`src/rtl/vm2_board_ctrl_if.sv`:
```
// CPU-side vector/ack and Wishbone handshake signals of the VM2 board-control block.
interface vm2_board_ctrl_if;
  logic        una_i;
  logic [15:0] ivec_i;
  logic        istb_i;
  logic        iack_i;
  logic [15:0] vec_o;
  logic        istb_o;
  logic        iack_o;
  logic        wb_stb_i;
  logic        wb_ack_i;
  logic        ack_o;
  logic        berr_o;

  modport slave (
    input  una_i, ivec_i, istb_i, iack_i, wb_stb_i, wb_ack_i,
    output vec_o, istb_o, iack_o, ack_o, berr_o
  );

  modport master (
    output una_i, ivec_i, istb_i, iack_i, wb_stb_i, wb_ack_i,
    input  vec_o, istb_o, iack_o, ack_o, berr_o
  );
endinterface

```
`src/rtl/vm2_board_ctrl.sv`:
```
// VM2 board control: slow-mode clock enable, EVNT tick with debounced button,
// UNA startup vector, optional bus-timeout watchdog (VM2_BUS_TIMEOUT_EN).
module vm2_board_ctrl #(
  parameter int unsigned SLOW_DIV   = 22,
  parameter int unsigned CLK_HZ     = 100000000,
  parameter int unsigned EVNT_HZ    = 50,
  parameter int unsigned DEB_LEN    = 2,
  parameter logic        TIMER_INIT = 1'b0,
  parameter logic [15:0] START_BASE = 16'o140000,
  parameter logic [2:0]  STARTUP    = 3'b001,
  parameter int unsigned TMO_CYCLES = 64
) (
  input  logic clk_p,
  input  logic reset,
  input  logic slow_i,
  output logic clk_ena_o,
  input  logic timer_button,
  output logic timer_status,
  output logic evnt_o,
  vm2_board_ctrl_if.slave bus
);

  localparam int unsigned TDIV = CLK_HZ / EVNT_HZ;
  localparam int unsigned DW   = (SLOW_DIV > 1) ? $clog2(SLOW_DIV) : 1;
  localparam int unsigned TW   = (TDIV > 1) ? $clog2(TDIV) : 1;

  logic [DW-1:0]      dcnt;
  logic [TW-1:0]      tcnt;
  logic               tick;
  logic               btn_s1;
  logic               btn_s2;
  logic               armed;
  logic [DEB_LEN-1:0] deb;
  logic [DEB_LEN-1:0] deb_next;

  // Holding dcnt at 0 in fast mode makes a later slow_i rise restart the count.
  always_ff @(posedge clk_p) begin
    if (reset) begin
      dcnt      <= '0;
      clk_ena_o <= 1'b0;
    end else if (!slow_i) begin
      dcnt      <= '0;
      clk_ena_o <= 1'b1;
    end else begin
      clk_ena_o <= (dcnt == DW'(SLOW_DIV - 1));
      dcnt      <= (dcnt == DW'(SLOW_DIV - 1)) ? '0 : dcnt + DW'(1);
    end
  end

  assign tick = (tcnt == TW'(TDIV - 1));

  always_comb begin
    deb_next    = deb;
    deb_next[0] = btn_s2;
    for (int unsigned i = 1; i < DEB_LEN; i++) deb_next[i] = deb[i-1];
  end

  // Pattern decisions use deb_next so a toggle lands on the completing tick.
  always_ff @(posedge clk_p) begin
    if (reset) begin
      tcnt         <= '0;
      evnt_o       <= 1'b0;
      btn_s1       <= 1'b0;
      btn_s2       <= 1'b0;
      deb          <= '0;
      armed        <= 1'b1;
      timer_status <= TIMER_INIT;
    end else begin
      btn_s1 <= timer_button;
      btn_s2 <= btn_s1;
      tcnt   <= tick ? '0 : tcnt + TW'(1);
      evnt_o <= tick & timer_status;
      if (tick) begin
        deb <= deb_next;
        if ((&deb_next) && armed) begin
          timer_status <= ~timer_status;
          armed        <= 1'b0;
        end else if (~|deb_next) begin
          armed <= 1'b1;
        end
      end
    end
  end

  assign bus.vec_o  = bus.una_i ? {START_BASE[15:3], STARTUP} : bus.ivec_i;
  assign bus.istb_o = bus.istb_i & ~bus.una_i;
  assign bus.iack_o = bus.iack_i | bus.una_i;

`ifdef VM2_BUS_TIMEOUT_EN
  localparam int unsigned WW = (TMO_CYCLES > 1) ? $clog2(TMO_CYCLES) : 1;

  logic [WW-1:0] wcnt;
  logic          blocked;
  logic          tmo;

  assign tmo = bus.wb_stb_i & ~bus.wb_ack_i & ~blocked & (wcnt == WW'(TMO_CYCLES - 1));

  always_ff @(posedge clk_p) begin
    if (reset || !bus.wb_stb_i) begin
      wcnt    <= '0;
      blocked <= 1'b0;
    end else if (bus.wb_ack_i) begin
      wcnt <= '0;
    end else if (!blocked) begin
      if (tmo) begin
        wcnt    <= '0;
        blocked <= 1'b1;
      end else begin
        wcnt <= wcnt + WW'(1);
      end
    end
  end

  assign bus.ack_o  = bus.wb_ack_i | tmo;
  assign bus.berr_o = tmo;
`else
  logic unused_stb;
  assign unused_stb = bus.wb_stb_i;
  assign bus.ack_o  = bus.wb_ack_i;
  assign bus.berr_o = 1'b0;
`endif

endmodule
```
`src/flat_wrapper.sv`:
```
// flat-port wrapper written by rule: the top's interface ports become plain ports
module vm2_board_ctrl_flat 
#(
  parameter int unsigned SLOW_DIV   = 22,
  parameter int unsigned CLK_HZ     = 100000000,
  parameter int unsigned EVNT_HZ    = 50,
  parameter int unsigned DEB_LEN    = 2,
  parameter logic        TIMER_INIT = 1'b0,
  parameter logic [15:0] START_BASE = 16'o140000,
  parameter logic [2:0]  STARTUP    = 3'b001,
  parameter int unsigned TMO_CYCLES = 64
)
  (clk_p, reset, slow_i, clk_ena_o, timer_button, timer_status, evnt_o, bus_una_i, bus_ivec_i, bus_istb_i, bus_iack_i, bus_wb_stb_i, bus_wb_ack_i, bus_vec_o, bus_istb_o, bus_iack_o, bus_ack_o, bus_berr_o);
  vm2_board_ctrl_if bus_i ();
  input  logic clk_p;
  input  logic reset;
  input  logic slow_i;
  output logic clk_ena_o;
  input  logic timer_button;
  output logic timer_status;
  output logic evnt_o;
  input wire logic [$bits(bus_i.una_i)-1:0] bus_una_i;
  input wire logic [$bits(bus_i.ivec_i)-1:0] bus_ivec_i;
  input wire logic [$bits(bus_i.istb_i)-1:0] bus_istb_i;
  input wire logic [$bits(bus_i.iack_i)-1:0] bus_iack_i;
  input wire logic [$bits(bus_i.wb_stb_i)-1:0] bus_wb_stb_i;
  input wire logic [$bits(bus_i.wb_ack_i)-1:0] bus_wb_ack_i;
  output wire logic [$bits(bus_i.vec_o)-1:0] bus_vec_o;
  output wire logic [$bits(bus_i.istb_o)-1:0] bus_istb_o;
  output wire logic [$bits(bus_i.iack_o)-1:0] bus_iack_o;
  output wire logic [$bits(bus_i.ack_o)-1:0] bus_ack_o;
  output wire logic [$bits(bus_i.berr_o)-1:0] bus_berr_o;
  assign bus_i.una_i = bus_una_i;
  assign bus_i.ivec_i = bus_ivec_i;
  assign bus_i.istb_i = bus_istb_i;
  assign bus_i.iack_i = bus_iack_i;
  assign bus_i.wb_stb_i = bus_wb_stb_i;
  assign bus_i.wb_ack_i = bus_wb_ack_i;
  assign bus_vec_o = bus_i.vec_o;
  assign bus_istb_o = bus_i.istb_o;
  assign bus_iack_o = bus_i.iack_o;
  assign bus_ack_o = bus_i.ack_o;
  assign bus_berr_o = bus_i.berr_o;
  vm2_board_ctrl #(.SLOW_DIV(SLOW_DIV), .CLK_HZ(CLK_HZ), .EVNT_HZ(EVNT_HZ), .DEB_LEN(DEB_LEN), .TIMER_INIT(TIMER_INIT), .START_BASE(START_BASE), .STARTUP(STARTUP), .TMO_CYCLES(TMO_CYCLES)) u_core (.clk_p(clk_p), .reset(reset), .slow_i(slow_i), .clk_ena_o(clk_ena_o), .timer_button(timer_button), .timer_status(timer_status), .evnt_o(evnt_o), .bus(bus_i));
endmodule
```
`config.mk`:
```
export PLATFORM = sky130hd
export DESIGN_NAME = vm2_board_ctrl_flat
export DESIGN_NICKNAME = d
export VERILOG_FILES = /design/src/rtl/vm2_board_ctrl_if.sv /design/src/rtl/vm2_board_ctrl.sv /design/src/flat_wrapper.sv
export SDC_FILE = /design/constraint.sdc
export NUM_CORES = 1
export LEC_CHECK = 0
export ABC_CLOCK_PERIOD_IN_PS = 1800
export BUFFER_PORTS_ARGS = -buffer_cell sky130_fd_sc_hd__buf_2
export CELL_PAD_IN_SITES_DETAIL_PLACEMENT = 0
export CELL_PAD_IN_SITES_GLOBAL_PLACEMENT = 1
export CORE_ASPECT_RATIO = 0.75
export CORE_MARGIN = 2
export CORE_UTILIZATION = 36
export CTS_BUF_LIST = sky130_fd_sc_hd__clkbuf_16
export DETAILED_ROUTE_END_ITERATION = 10
export HOLD_SLACK_MARGIN = 0.1
export PLACE_DENSITY_LB_ADDON = 0.1
export RECOVER_POWER = 100
export SETUP_SLACK_MARGIN = 0.3
export SLEW_MARGIN = 15
export SYNTH_ARGS = -nofsm -noshare
export SYNTH_HDL_FRONTEND = slang
export SYNTH_SLANG_ARGS = --single-unit
```
`constraint.sdc`:
```
create_clock -name clk_p -period 1.8 [get_ports clk_p]
set_input_delay 0.27 -clock clk_p [delete_from_list [all_inputs] [get_ports clk_p]]
set_output_delay 0.27 -clock clk_p [all_outputs]
set_load 0.03 [all_outputs]
```
==> After elaboration in Yosys (flattened, before gate mapping) <==
Index checks and enable logic that the tools add are counted.
{ "totals": {"register_bits": 33, "out_inout_bits": 23, "word_cells": 31} }
{ "classes": {"n_addsub": 2, "n_eq_ne": 3, "muxes": 4, "n_bitwise": 6, "n_reduce_logical": 7} }
{ "op_table": {"columns": ["op", "count"], "rows": [
  ["$add A21 B1 Y21 const B", 1],
  ["$eq A21 B21 Y1 const B", 1],
  ["$mux W16", 1],
  ["$reduce_and A2 Y1", 3],
  ["$add A5 B1 Y5 const B", 1],
  ["$eq A5 B5 Y1 const B", 1],
  ["$reduce_or A2 Y1", 2],
  ["$mux W1", 3],
  ["$not A1 Y1", 3],
  ["$reduce_or A3 Y1", 1],
  ["$and A1 B1 Y1", 2],
  ["$ne A2 B1 Y1 const B", 1],
  ["$logic_and A1 B1 Y1", 1],
  ["$or A1 B1 Y1", 1]
]} }

==> Longest topological paths before layout <==
{ "depth": {"word_depth": 4, "mapped_depth": 7, "ltp_nobuf": 5} }

==> Least setup slack after synthesis <==
Ideal clock, no wire load.
{ "synth_path": {"path_kind": "register to register", "start": "register u_core.tcnt[2]", "end": "register u_core.tcnt[17]", "setup_time_ps": 70, "arrival_ps": 1613, "required_ps": 1730, "slack_ps": 117, "stages_incl_launch_ff": 6, "n_path_buf": 1, "period_less_slack_ps": 1683, "path_cell_list": "dfxtp_1 > nand4_1 > or4_1 > buf_2 > or3_1 > a21oi_1"} }
{ "synth_between": {"elab_chain_cells": 2} }
{ "synth_rtl": {"columns": ["element", "line", "text"], "rows": [
  ["start: declaration", "vm2_board_ctrl.sv:28", "logic [TW-1:0] tcnt;"],
  ["start signal: assignment", "vm2_board_ctrl.sv:71", "tcnt <= tick ? '0 : tcnt + TW'(1);"],
  ["parallel branches: the longest is 2 deep, another holds $add A21 B1 Y21", null, null]
]} }
Parallel ways; which one is timed is not known.
A chain may end at the register's enable or synchronous reset.

==> Final worst setup path <==
{ "layout_path": {"start": "register u_core.tcnt[9]", "end": "register u_core.tcnt[15]"} }
The elaborated chain is that of the path after synthesis.

==> results.ini <==
[clock_tree]
cts.path.max_buffers = 2
htreeDepth = 2
ctsHoldBuffers = 0
cts_tree = yes
cts_buffers = 5
clkTransAtPathRegs_ns = 0.05
clockRootBuffer = clkbuf_16
insertion_delay_ns = 0.27
numClockSinks = 33

[synthesis]
yosysWarnings = 0
synth.distinct_cells = 33
netlist_area_mm2 = 0.00154
synth_seq_cells = 33
synth_cells = 180
async_reset_ff_share_pct = 0
synth-edff-count = 0
synth_nets = 208
ys_seq_area_share_pct = 43.0
syn_area_per_cell_um2 = 8.54
ys.flop_type = dfxtp_1

[global_routing]
grt_pass1_wl_um = 5790
track_usage_pct = 16.3
grt_max_degree = 21
grt_pass1_vias = 1296
antenna_found_initial = 0
grt.overflow.total = 0

[worst_setup_path]
cp_slowest_cell = nor4_2
reg2reg_to = u_core.tcnt[15]
cp_top_family = simple AND/OR/NAND/NOR gates
critical_path.cell_chain = buf_6 -> nor4_2 -> buf_4 -> and2_4 -> a21o_4 -> clkbuf_16 -> a21oi_1
cp-end-kind = register
setup.worst_path.start_class = register
crit_fanout = 5
crit_type = reg2reg
worstPathRequired_ns = 1.95
critPathMaxStageDelay_ns = 0.39
path_depth = 7
crit_path_start = u_core.tcnt[9]
r2r_slack_ns = 0.14
crit_buf_inv = 3
crit_path_end = u_core.tcnt[15]
reg2regPathDepth = 7
crit_arrival_ns = 1.82
crit-reg2reg-launch = u_core.tcnt[9]

[floorplanning]
design.die.area_mm2 = 0.00482
core_mm2 = 0.00408
row_count = 20
pin_count = 48
die_h_um = 60.6
die_x_um = 79.5
start_util_pct = 37.7

[run_status]
status = completed

[job]
max_cap_violations = 0

[timing]
fin_crit_ns = 1.66
tightest_slew_ns = 0.635
hold_viol = 0
setup_viol = 0
final-max-slew-violation-count = 0
tns_ns = 0
clock.fmax_ghz = 0.601
period_share_pct = 92.4
fin_ws_ns = 0.137
rsz0062_at_grt = true
relSlewSlack_pct = 57.7
finalClockSkew_ns = 0.00525
hold_ws_ns = 0.181

[pwr]
totalPowerFinal_mw = 1.71
p_leak_nw = 0.829
p_per_area_mw_per_mm2 = 742
irDropWorstVdd_mv = 0.711

[cells_and_area]
drive_gt1_share_pct = 39.5
antennaDiodeCount = 0
syn_to_final_growth_pct = 49.4
final_net_count = 270

[detailed_routing]
ant_nets = 0
drc = 0
vias = 1513
first_pass_iters = 4
drtIter0Drc = 47
via_per_inst = 5.08
wirelength_um = 4220
wl_per_cell_um = 14.2

[placement]
place_worst_setup_slack_ns = 0.0521
routabilityCongestion = 0.750
hpwlAfterDp_um = 2710
port_buffers = 43

[min_path]
hold_class = in2reg

-- synth_stat cells, drive strengths merged (4+ instances only) --
| cell type | number | share of area [%] |
|---|---|---|
| dfxtp | 33 | 43 |
| or2 | 4 | 1.6 |
| nor2 | 18 | 4.4 |
| clkbuf | 6 | 1.5 |
| nor2b | 16 | 6.5 |
| or3 | 9 | 3.7 |
| buf | 4 | 1.6 |
| a21oi | 12 | 3.9 |
| xor2 | 10 | 5.7 |
| nand3 | 10 | 3.3 |
| nand4 | 10 | 4.1 |
| nand2 | 6 | 1.5 |
| and4 | 4 | 2.3 |
| o21ai | 10 | 3.3 |
-- timing repair --
action                                  CTS  global route
endpoints found under the setup margin   24            21
gates cloned                              1             3
endpoints found under the hold margin     0             0
buffers inserted                          3             7
pin swaps                                 9            24
gates resized for setup                  16            49
-- cells by family (layout without fill, tap and decap cells) --
group | after synthesis | in the layout | share of synthesized area [%]
and+or+nand+nor | 90 | 91 | 33.4
adders and majority gates | 3 | 3 | 2.44
other | 1 | 1 | 0.244
xor gates and xnor gates | 13 | 13 | 7.40
DFF | 33 | 33 | 43.0
buffers and inverters | 13 | 75 | 3.82
AOI/OAI and AO/OA | 27 | 27 | 9.68
-- where the power goes --
group          switching [mW]  internal (mW)
sequential            0.00769          0.737
combinational           0.111         0.0690
clock                   0.285          0.496
total                   0.403           1.30
-- flip-flops by register name, indices dropped and copies added, names as in the netlist --
name,flops
u_core.armed,1
u_core.btn_s1,1
u_core.btn_s2,1
u_core.clk_ena_o,1
u_core.dcnt,5
u_core.deb,1
u_core.evnt_o,1
u_core.tcnt,21
u_core.timer_status,1
-- cell type report --
type                       count  area (µm²)
sequential                    33         691
fill                         380        1780
clock buffer                   5         125
inverter                       3        11.3
multi-input combinational    135         993
tap                           55        68.8
timing repair buffer          64         397
clock inverter                 3        11.3
-- worst min path at each step --
stage,start,end,cells past startpoint
floorplan,slow_i,u_core.clk_ena_o,1
global placement,u_core.tcnt[0],u_core.tcnt[0],1
detailed placement,u_core.tcnt[0],u_core.tcnt[0],1
CTS,slow_i,u_core.clk_ena_o,2
global route,slow_i,u_core.clk_ena_o,2
finish,slow_i,u_core.clk_ena_o,2
-- per-layer routing --
layer / wire [µm] / GRT usage [%] / vias up
met3: 313 / 6.10 / 3
met4: 19 / 4.43 / 0
met5: 0 / 0 / -
met2: 2070 / 29.9 / 55
met1: 1820 / 18.0 / 701
li1: - / - / 754
-- cell usage in the layout, fill, tap and decap left out, drive strengths merged, types with 2 or more instances in the layout --
master	instances
nand3	10
inv	6
xnor2	3
a21o	2
xor2	10
nor2b	16
nand2	6
or4	3
nand4	10
a21oi	12
and4	4
clkbuf	30
dfxtp	33
buf	39
nor2	18
or2	4
and2	3
ha	3
or3	9
o21ai	10
-- metrics by stage --
stage	util [%]	cells	cell area, µm²
6_report	56.3	298	2300
5_1_grt	56.3	298	2300
4_1_cts	51.1	288	2080
3_5_place_dp	45.6	276	1860
3_3_place_gp	45.6	276	1860
2_1_floorplan	-	180	1580
Power figures use the tool's default switching activity.
